### config.mk
export PLATFORM = sky130hd
export DESIGN_NAME = data_load_seq
export DESIGN_NICKNAME = d
export VERILOG_FILES = /design/src/rtl/data_load_seq.sv
export SDC_FILE = /design/constraint.sdc
export NUM_CORES = 1
export LEC_CHECK = 0
export BUFFER_PORTS_ARGS = -buffer_cell sky130_fd_sc_hd__buf_2
export CORE_ASPECT_RATIO = 0.7
export CORE_MARGIN = 3
export CORE_UTILIZATION = 50
export DETAILED_ROUTE_END_ITERATION = 10
export PLACE_DENSITY = 0.77
export REMOVE_ABC_BUFFERS = 1
export SLEW_MARGIN = 30
export SYNTH_ARGS = -nofsm -noshare
export SYNTH_HDL_FRONTEND = slang
export SYNTH_SLANG_ARGS = --single-unit
### constraint.sdc
create_clock -name clk -period 2.6 [get_ports clk]
set_input_delay 0.52 -clock clk [delete_from_list [all_inputs] [get_ports clk]]
set_output_delay 0.52 -clock clk [all_outputs]
set_load 0.02 [all_outputs]
### src/rtl/data_load_seq.sv
// rtl/data_load_seq.sv - frame sequencer for a file-backed stream source
// Turns a word source into SOP/EOP-framed valid/ready traffic, with idle gaps between frames.
module data_load_seq #(
  parameter int DW = 32,
  parameter int CW = 16
) (
  input  logic          clk,
  input  logic          rst,
  input  logic          start,
  input  logic          abort,
  input  logic [CW-1:0] cfg_frame_num,
  input  logic [CW-1:0] cfg_frame_len,
  input  logic [CW-1:0] cfg_gap_len,
  input  logic [DW-1:0] src_dout,
  output logic          src_den,
  output logic [DW-1:0] m_data,
  output logic          m_valid,
  input  logic          m_ready,
  output logic          m_sop,
  output logic          m_eop,
  output logic          busy,
  output logic          done,
  output logic [CW-1:0] frame_cnt
);

  typedef enum logic [1:0] {
    IDLE = 2'd0,
    SEND = 2'd1,
    GAP  = 2'd2,
    DONE = 2'd3
  } state_t;

  state_t state, state_nxt;

  logic [CW-1:0] frame_num_q;
  logic [CW-1:0] frame_len_q;
  logic [CW-1:0] gap_len_q;
  logic [CW-1:0] word_cnt;
  logic [CW-1:0] gap_cnt;
  logic [CW-1:0] frame_cnt_q;

  logic hs;
  logic last_word;
  logic last_frame;
  logic last_gap;
  logic cfg_zero;

  assign hs         = m_valid & m_ready;
  assign last_word  = (word_cnt == frame_len_q - CW'(1));
  assign last_frame = ((frame_cnt_q + CW'(1)) == frame_num_q);
  assign last_gap   = (gap_cnt == gap_len_q - CW'(1));
  assign cfg_zero   = (cfg_frame_num == '0) || (cfg_frame_len == '0);

  assign m_data     = src_dout;
  assign frame_cnt  = frame_cnt_q;

  always_ff @(posedge clk or negedge rst) begin
    if (!rst) begin
      state <= IDLE;
    end else begin
      state <= state_nxt;
    end
  end

  always_comb begin
    state_nxt = state;
    case (state)
      IDLE: begin
        if (start) begin
          state_nxt = cfg_zero ? DONE : SEND;
        end
      end
      SEND: begin
        if (abort) begin
          state_nxt = IDLE;
        end else if (hs && last_word) begin
          if (last_frame) begin
            state_nxt = DONE;
          end else if (gap_len_q == '0) begin
            state_nxt = SEND;
          end else begin
            state_nxt = GAP;
          end
        end
      end
      GAP: begin
        if (abort) begin
          state_nxt = IDLE;
        end else if (last_gap) begin
          state_nxt = SEND;
        end
      end
      DONE: begin
        state_nxt = IDLE;
      end
      default: begin
        state_nxt = IDLE;
      end
    endcase
  end

  // abort gates the handshake in its own cycle so no word is consumed on it
  always_comb begin
    m_valid = 1'b0;
    src_den = 1'b0;
    m_sop   = 1'b0;
    m_eop   = 1'b0;
    busy    = 1'b0;
    done    = 1'b0;
    case (state)
      SEND: begin
        m_valid = !abort;
        src_den = !abort && m_ready;
        m_sop   = !abort && (word_cnt == '0);
        m_eop   = !abort && last_word;
        busy    = 1'b1;
      end
      GAP: begin
        busy    = 1'b1;
      end
      DONE: begin
        done    = 1'b1;
      end
      default: begin
        busy    = 1'b0;
      end
    endcase
  end

  always_ff @(posedge clk or negedge rst) begin
    if (!rst) begin
      frame_num_q <= '0;
      frame_len_q <= '0;
      gap_len_q   <= '0;
      word_cnt    <= '0;
      gap_cnt     <= '0;
      frame_cnt_q <= '0;
    end else begin
      case (state)
        IDLE: begin
          if (start) begin
            frame_num_q <= cfg_frame_num;
            frame_len_q <= cfg_frame_len;
            gap_len_q   <= cfg_gap_len;
            word_cnt    <= '0;
            gap_cnt     <= '0;
            frame_cnt_q <= '0;
          end
        end
        SEND: begin
          if (hs) begin
            if (last_word) begin
              word_cnt    <= '0;
              gap_cnt     <= '0;
              frame_cnt_q <= frame_cnt_q + CW'(1);
            end else begin
              word_cnt    <= word_cnt + CW'(1);
            end
          end
        end
        GAP: begin
          if (!abort) begin
            gap_cnt <= gap_cnt + CW'(1);
          end
        end
        default: begin
          gap_cnt <= gap_cnt;
        end
      endcase
    end
  end

endmodule

==> reports/metrics.yaml, run 1 <==
ys_seq_elements: 98
hold_slack_ns: 0.06777
io_pins: 139
drive_above_1_share: 0.3293
fin_area_um2: 8098
core_um2: 12760
n_antenna_cell: 0
fp.dieW_um: 144.6
ys_types: 69
hold_viol: 0
ys_seq_area_frac: 0.3649
rows: 34
crit_type: "reg2out"
worstMarginPinSlew_ns: 1.237
start_util: 0.5267
power_mw: 8.865
hpwl_mm: 13.68
fin_nets: 908
clock-sinks: 98
grt_max_degree: 46
root_buffer: "clkbuf_16"
hp-class: "in2async"
cts_max_level: 3
status: "finished with violations"
fmaxAchievable_mhz: 319.6
drtIter0Drc: 682
critPathMaxFanout: 3
clock_skew_ns: 0.01422
tns_ns: -12.74
start_kind: "flop"
post-route-min-period_ns: 3.129
clk_path_buf_depth: 2
required_ns: 2.08
synthCells: 724
overflow: 0
cts_hold_buf: 0
tritoncts: "done"
async_reset_ff_frac: 1.000
vdd_ir_drop_max_v: 0.0004918
antenna_found_initial: 0
die-area_um2: 14890
numCtsBuffers: 9
grt_pass1_wl_mm: 30.43
post-route-period-util: 1.203
synth_ff_type: "dfrtp_1"
wirelength_mm: 19.38
io_buffers: 74
die_h_um: 103.0
end_kind: "output pin"
first_global_vias: 5838
vias_per_cell: 6.281
path_clk_slew_ns: 0.07
p_leak_nw: 3.456
synth_edf_count: 0
place_congestion: 0.9049
critPathArrivalTime_ns: 2.61
rsz0062_at_grt: "true"
pwr_density_cell_nw_per_um2: 1095
clock_latency_ns: 0.35
grt_usage: 0.2588
syn_avg_cell_area_um2: 9.284
setup_viol: 51
fin_ws_ns: -0.5291
violations: "setup timing"
syn2layout_area_growth_pct: 20.48
drt_pass1_iterations: 6
route.detailed.drc: 0
yosys_warnings: 0
routedWlPerCell_um: 19.80
place_area_um2: 7362
num_vias: 6149
slew_headroom: 0.1677
synth_area_um2: 6721
max_cap_viol_count: 0
slew_violations: 0
ant_nets: 0
[registers in the layout, summed over array words and instances, names as in the netlist]
signal,cells
frame_len_q,16
word_cnt,16
gap_len_q,16
frame_num_q,16
state,2
gap_cnt,16
frame_cnt,16
[critical path, stage by stage (launching register included)]
cell     delay [ns]
dfrtp_1        0.40
buf_6          0.13
or3_4          0.39
or3_4          0.35
xnor2_2        0.14
nor4_2         0.26
and4b_2        0.30
nand2_2        0.08
nor2_4         0.09
buf_6          0.12
[area by class of cell]
type / instances / area [um^2]
clock buffers: 11 / 242.7
clock inverters: 5 / 77.57
fillers: 1021 / 4664
inverters: 19 / 71.32
multi-input cells: 534 / 3996
flip-flops and latches: 98 / 2455
well taps: 162 / 202.7
repair buffers: 150 / 1052
[timing repair]
action                     in CTS  in global routing
pin swaps                      10                 16
setup endpoints to repair      52                 52
gates resized for setup        44                 25
gates cloned                    0                  3
buffers inserted                4                  7
[report_power, final]
| group | switching [mW] | internal (mW) | leakage (nW) | total, mW |
|---|---|---|---|---|
| registers | 0.704 | 2.05 | 1.23 | 2.75 |
| logic | 2.48 | 2.19 | 2.07 | 4.67 |
| clock network | 0.582 | 0.867 | 0.156 | 1.45 |
[cells in the mapped netlist, types with 11 or more instances]
library cell	number	share of area
dfrtp_1	98	0.36
nand2_1	64	0.036
mux2_2	52	0.087
nor2_1	51	0.028
xnor2_1	48	0.063
buf_4	33	0.037
nand3_1	33	0.025
clkbuf_1	29	0.016
xor2_1	26	0.034
nor4_1	24	0.022
nand4_1	23	0.021
o21ai_0	21	0.016
inv_1	19	0.011
nor3_1	15	0.011
or4_1	15	0.017
a21oi_1	11	0.0082
and3_1	11	0.010
ha_1	11	0.020
o211ai_1	11	0.012
[cells in the final DEF, fill, tap and decap left out, drive strengths merged, types with 12 or more instances in the layout]
master	n
nor3	15
nor4	26
o21ai	22
nand4	24
dfrtp	98
xnor2	48
mux2	52
buf	150
or4	15
xor2	26
inv	19
nand2	65
nor2	51
a21oi	12
nand3	33
[logic make-up after synthesis]
family | count (synthesis) | share of synthesized area
AND/OR/NAND/NOR | 291 | 0.2375
AO/OA/AOI/OAI | 98 | 0.1063
flip-flops | 98 | 0.3649
buffers and inverters | 94 | 0.07837
XOR/XNOR | 74 | 0.09643
multiplexers | 58 | 0.09605
adder cells (fa/ha/maj) | 11 | 0.02048
[routing by layer]
layer,global-route usage,up-vias,wire [um]
li1,-,2778,-
met1,0.3579,2986,8339
met2,0.3967,346,8719
met3,0.07650,39,1959
met4,0.06953,0,361
met5,0.02632,-,0
[worst paths after layout]
path	from	to	slack [ns]	depth (start not counted)
worst max-delay path	frame_len_q[1]	m_eop	-0.53	9
worst min-delay path	rst	frame_cnt[8]	0.07	1
worst max register to register	frame_len_q[1]	gap_cnt[0]	-0.46	12
worst min register to register	frame_num_q[12]	frame_num_q[12]	0.52	1
max in group asynchronous	rst	gap_cnt[2]	1.80	2
min in group clk	cfg_gap_len[9]	gap_len_q[9]	0.39	2
[through the flow]
step | setup WS, ns | instances | util
after floorplan | -0.4305 | 649 | -
after global placement | -0.2837 | 949 | 0.5769
after detailed placement | -0.4607 | 949 | 0.5769
after CTS | -0.5680 | 969 | 0.6167
after global routing | -0.6466 | 979 | 0.6345
final | -0.5291 | 979 | 0.6345
Note: power is estimated with default switching activity, not from simulation.
==> run 2, diff against run 1 <==
--- a/config.mk
+++ b/config.mk
@@ -12,6 +12,7 @@
 export DETAILED_ROUTE_END_ITERATION = 10
 export PLACE_DENSITY = 0.77
 export REMOVE_ABC_BUFFERS = 1
+export SKIP_LAST_GASP = 1
 export SLEW_MARGIN = 30
 export SYNTH_ARGS = -nofsm -noshare
 export SYNTH_HDL_FRONTEND = slang
==> run 2 against run 1 <==
Effect of this change: the run still ends with setup timing left; flip-flop and latch count did not move; sequential power barely moved; count of clock-buffer cells in the layout unchanged; die area unchanged; sequential share of layout area increased by 0.097 points; critical endpoint unchanged.
==> reports/metrics.yaml, run 2 (synthesis results as in run 1) <==
r2r_end: "gap_cnt[2]"
fin_util: 0.6322
end_kind: "output pin"
place_ws_ns: -0.4607
critPathMaxFanout: 3
required_ns: 2.08
critical_path.endpoint: "m_eop"
final_cells: 978
num_vias: 6122
fin_ws_ns: -0.5255
route.detailed.drc: 0
post-route-min-period_ns: 3.126
fmaxAchievable_mhz: 319.9
rsz0062_at_grt: "true"
antenna_found_initial: 0
vdd_ir_drop_max_v: 0.0005285
start_util: 0.5267
slew_headroom: 0.2178
drt_pass1_iterations: 8
pwr_density_cell_nw_per_um2: 1094
rows: 34
overflow: 0
wirelength_mm: 19.08
slew_violations: 0
r2r_slack_ns: -0.40
die_h_um: 103.0
status: "finished with violations"
first_global_vias: 5806
drtIter0Drc: 654
layout_common_cells: "dfrtp_1, buf_2, buf_4"
clk_path_buf_depth: 2
reg2regPathDepth: 13
setup_viol: 51
cts_hold_buf: 0
numCtsBuffers: 9
startpoint: "frame_len_q[1]"
start_kind: "flop"
fin_nets: 907
syn2layout_area_growth_pct: 20.03
power_mw: 8.827
hp-class: "in2async"
grt_pass1_wl_mm: 30.22
tritoncts: "done"
max_cap_viol_count: 0
cts_max_level: 3
clock_latency_ns: 0.35
crit_type: "reg2out"
p_leak_nw: 3.450
dp.cells: 949
ant_nets: 0
final_common_cell: "dfrtp_1"
grt_usage: 0.2565
path_clk_slew_ns: 0.07
clock_skew_ns: 0.01487
place_congestion: 0.9049
grt_max_degree: 46
clock-sinks: 98
root_buffer: "clkbuf_16"
hpwl_mm: 13.68
worstMarginPinSlew_ns: 1.163
violations: "setup timing"
vias_per_cell: 6.260
routedWlPerCell_um: 19.51
n_antenna_cell: 0
fp.dieW_um: 144.6
hold_viol: 0
drive_above_1_share: 0.3272
post-route-period-util: 1.202
core_um2: 12760
die-area_um2: 14890
io_buffers: 74
critPathArrivalTime_ns: 2.61
io_pins: 139
r2r_start: "frame_len_q[1]"
-- run 2: cell types whose count changed in the layout (fill, tap and decap cells not counted), sizes merged --
cell | previous run | this run
buf | 150 | 149
-- run 2: layout make-up --
class                           instances  area, um^2
Clock buffer                           11       242.7
Inverter                               19       71.32
Timing Repair Buffer                  149        1028
Multi-Input combinational cell        534        3991
Tap cell                              162       202.7
Clock inverter                          5       77.57
Sequential cell                        98        2454
Fill cell                            1020        4695
-- run 2: worst min path at each step --
stage | endpoint | cells past startpoint | startpoint | slack (ns)
final | frame_cnt[8] | 1 | rst | 0.07
after floorplan | frame_cnt[0] | 0 | rst | 0.22
after detailed placement | frame_cnt[8] | 1 | rst | 0.46
after CTS | frame_cnt[8] | 1 | rst | 0.08
after global routing | frame_cnt[5] | 1 | rst | 0.09
after global placement | frame_cnt[8] | 1 | rst | 0.46
-- run 2: worst max-delay path, stage by stage (launching register included) --
cell     delay [ns]
dfrtp_1        0.40
buf_6          0.13
or3_4          0.38
or3_4          0.34
xnor2_2        0.14
nor4_2         0.27
and4b_2        0.32
nand2_4        0.07
nor2_4         0.09
buf_6          0.12
-- run 2: layer usage --
metal  up-vias  part of all wire  track usage
met2       328              0.44       0.3927
met1      2965              0.44       0.3576
li1       2788                 -            -
met3        41             0.099      0.07510
met4         0             0.021      0.06380
met5         -                 0      0.02632
-- run 2: stage by stage --
| stage | hold slack, ns | area [um^2] | setup TNS (ns) |
|---|---|---|---|
| final | 0.07065 | 8068 | -13.54 |
| after global routing | 0.08771 | 8068 | -18.05 |
| after CTS | 0.07742 | 7838 | -11.25 |
| after detailed placement | 0.4562 | 7362 | -15.00 |
| after global placement | 0.4561 | 7362 | -7.265 |
| after floorplan | 0.2244 | 6266 | -12.24 |
-- run 2: what timing repair did --
item / CTS / global route
buffers inserted: 4 / 6
gates resized for setup: 33 / 33
setup endpoints to repair: 52 / 52
cloned: 0 / 3
pin swaps: 8 / 14
-- run 2: where the power goes --
| part | switching [mW] | internal, mW |
|---|---|---|
| sequential | 0.705 | 2.04 |
| combinational | 2.44 | 2.18 |
| clock | 0.587 | 0.867 |
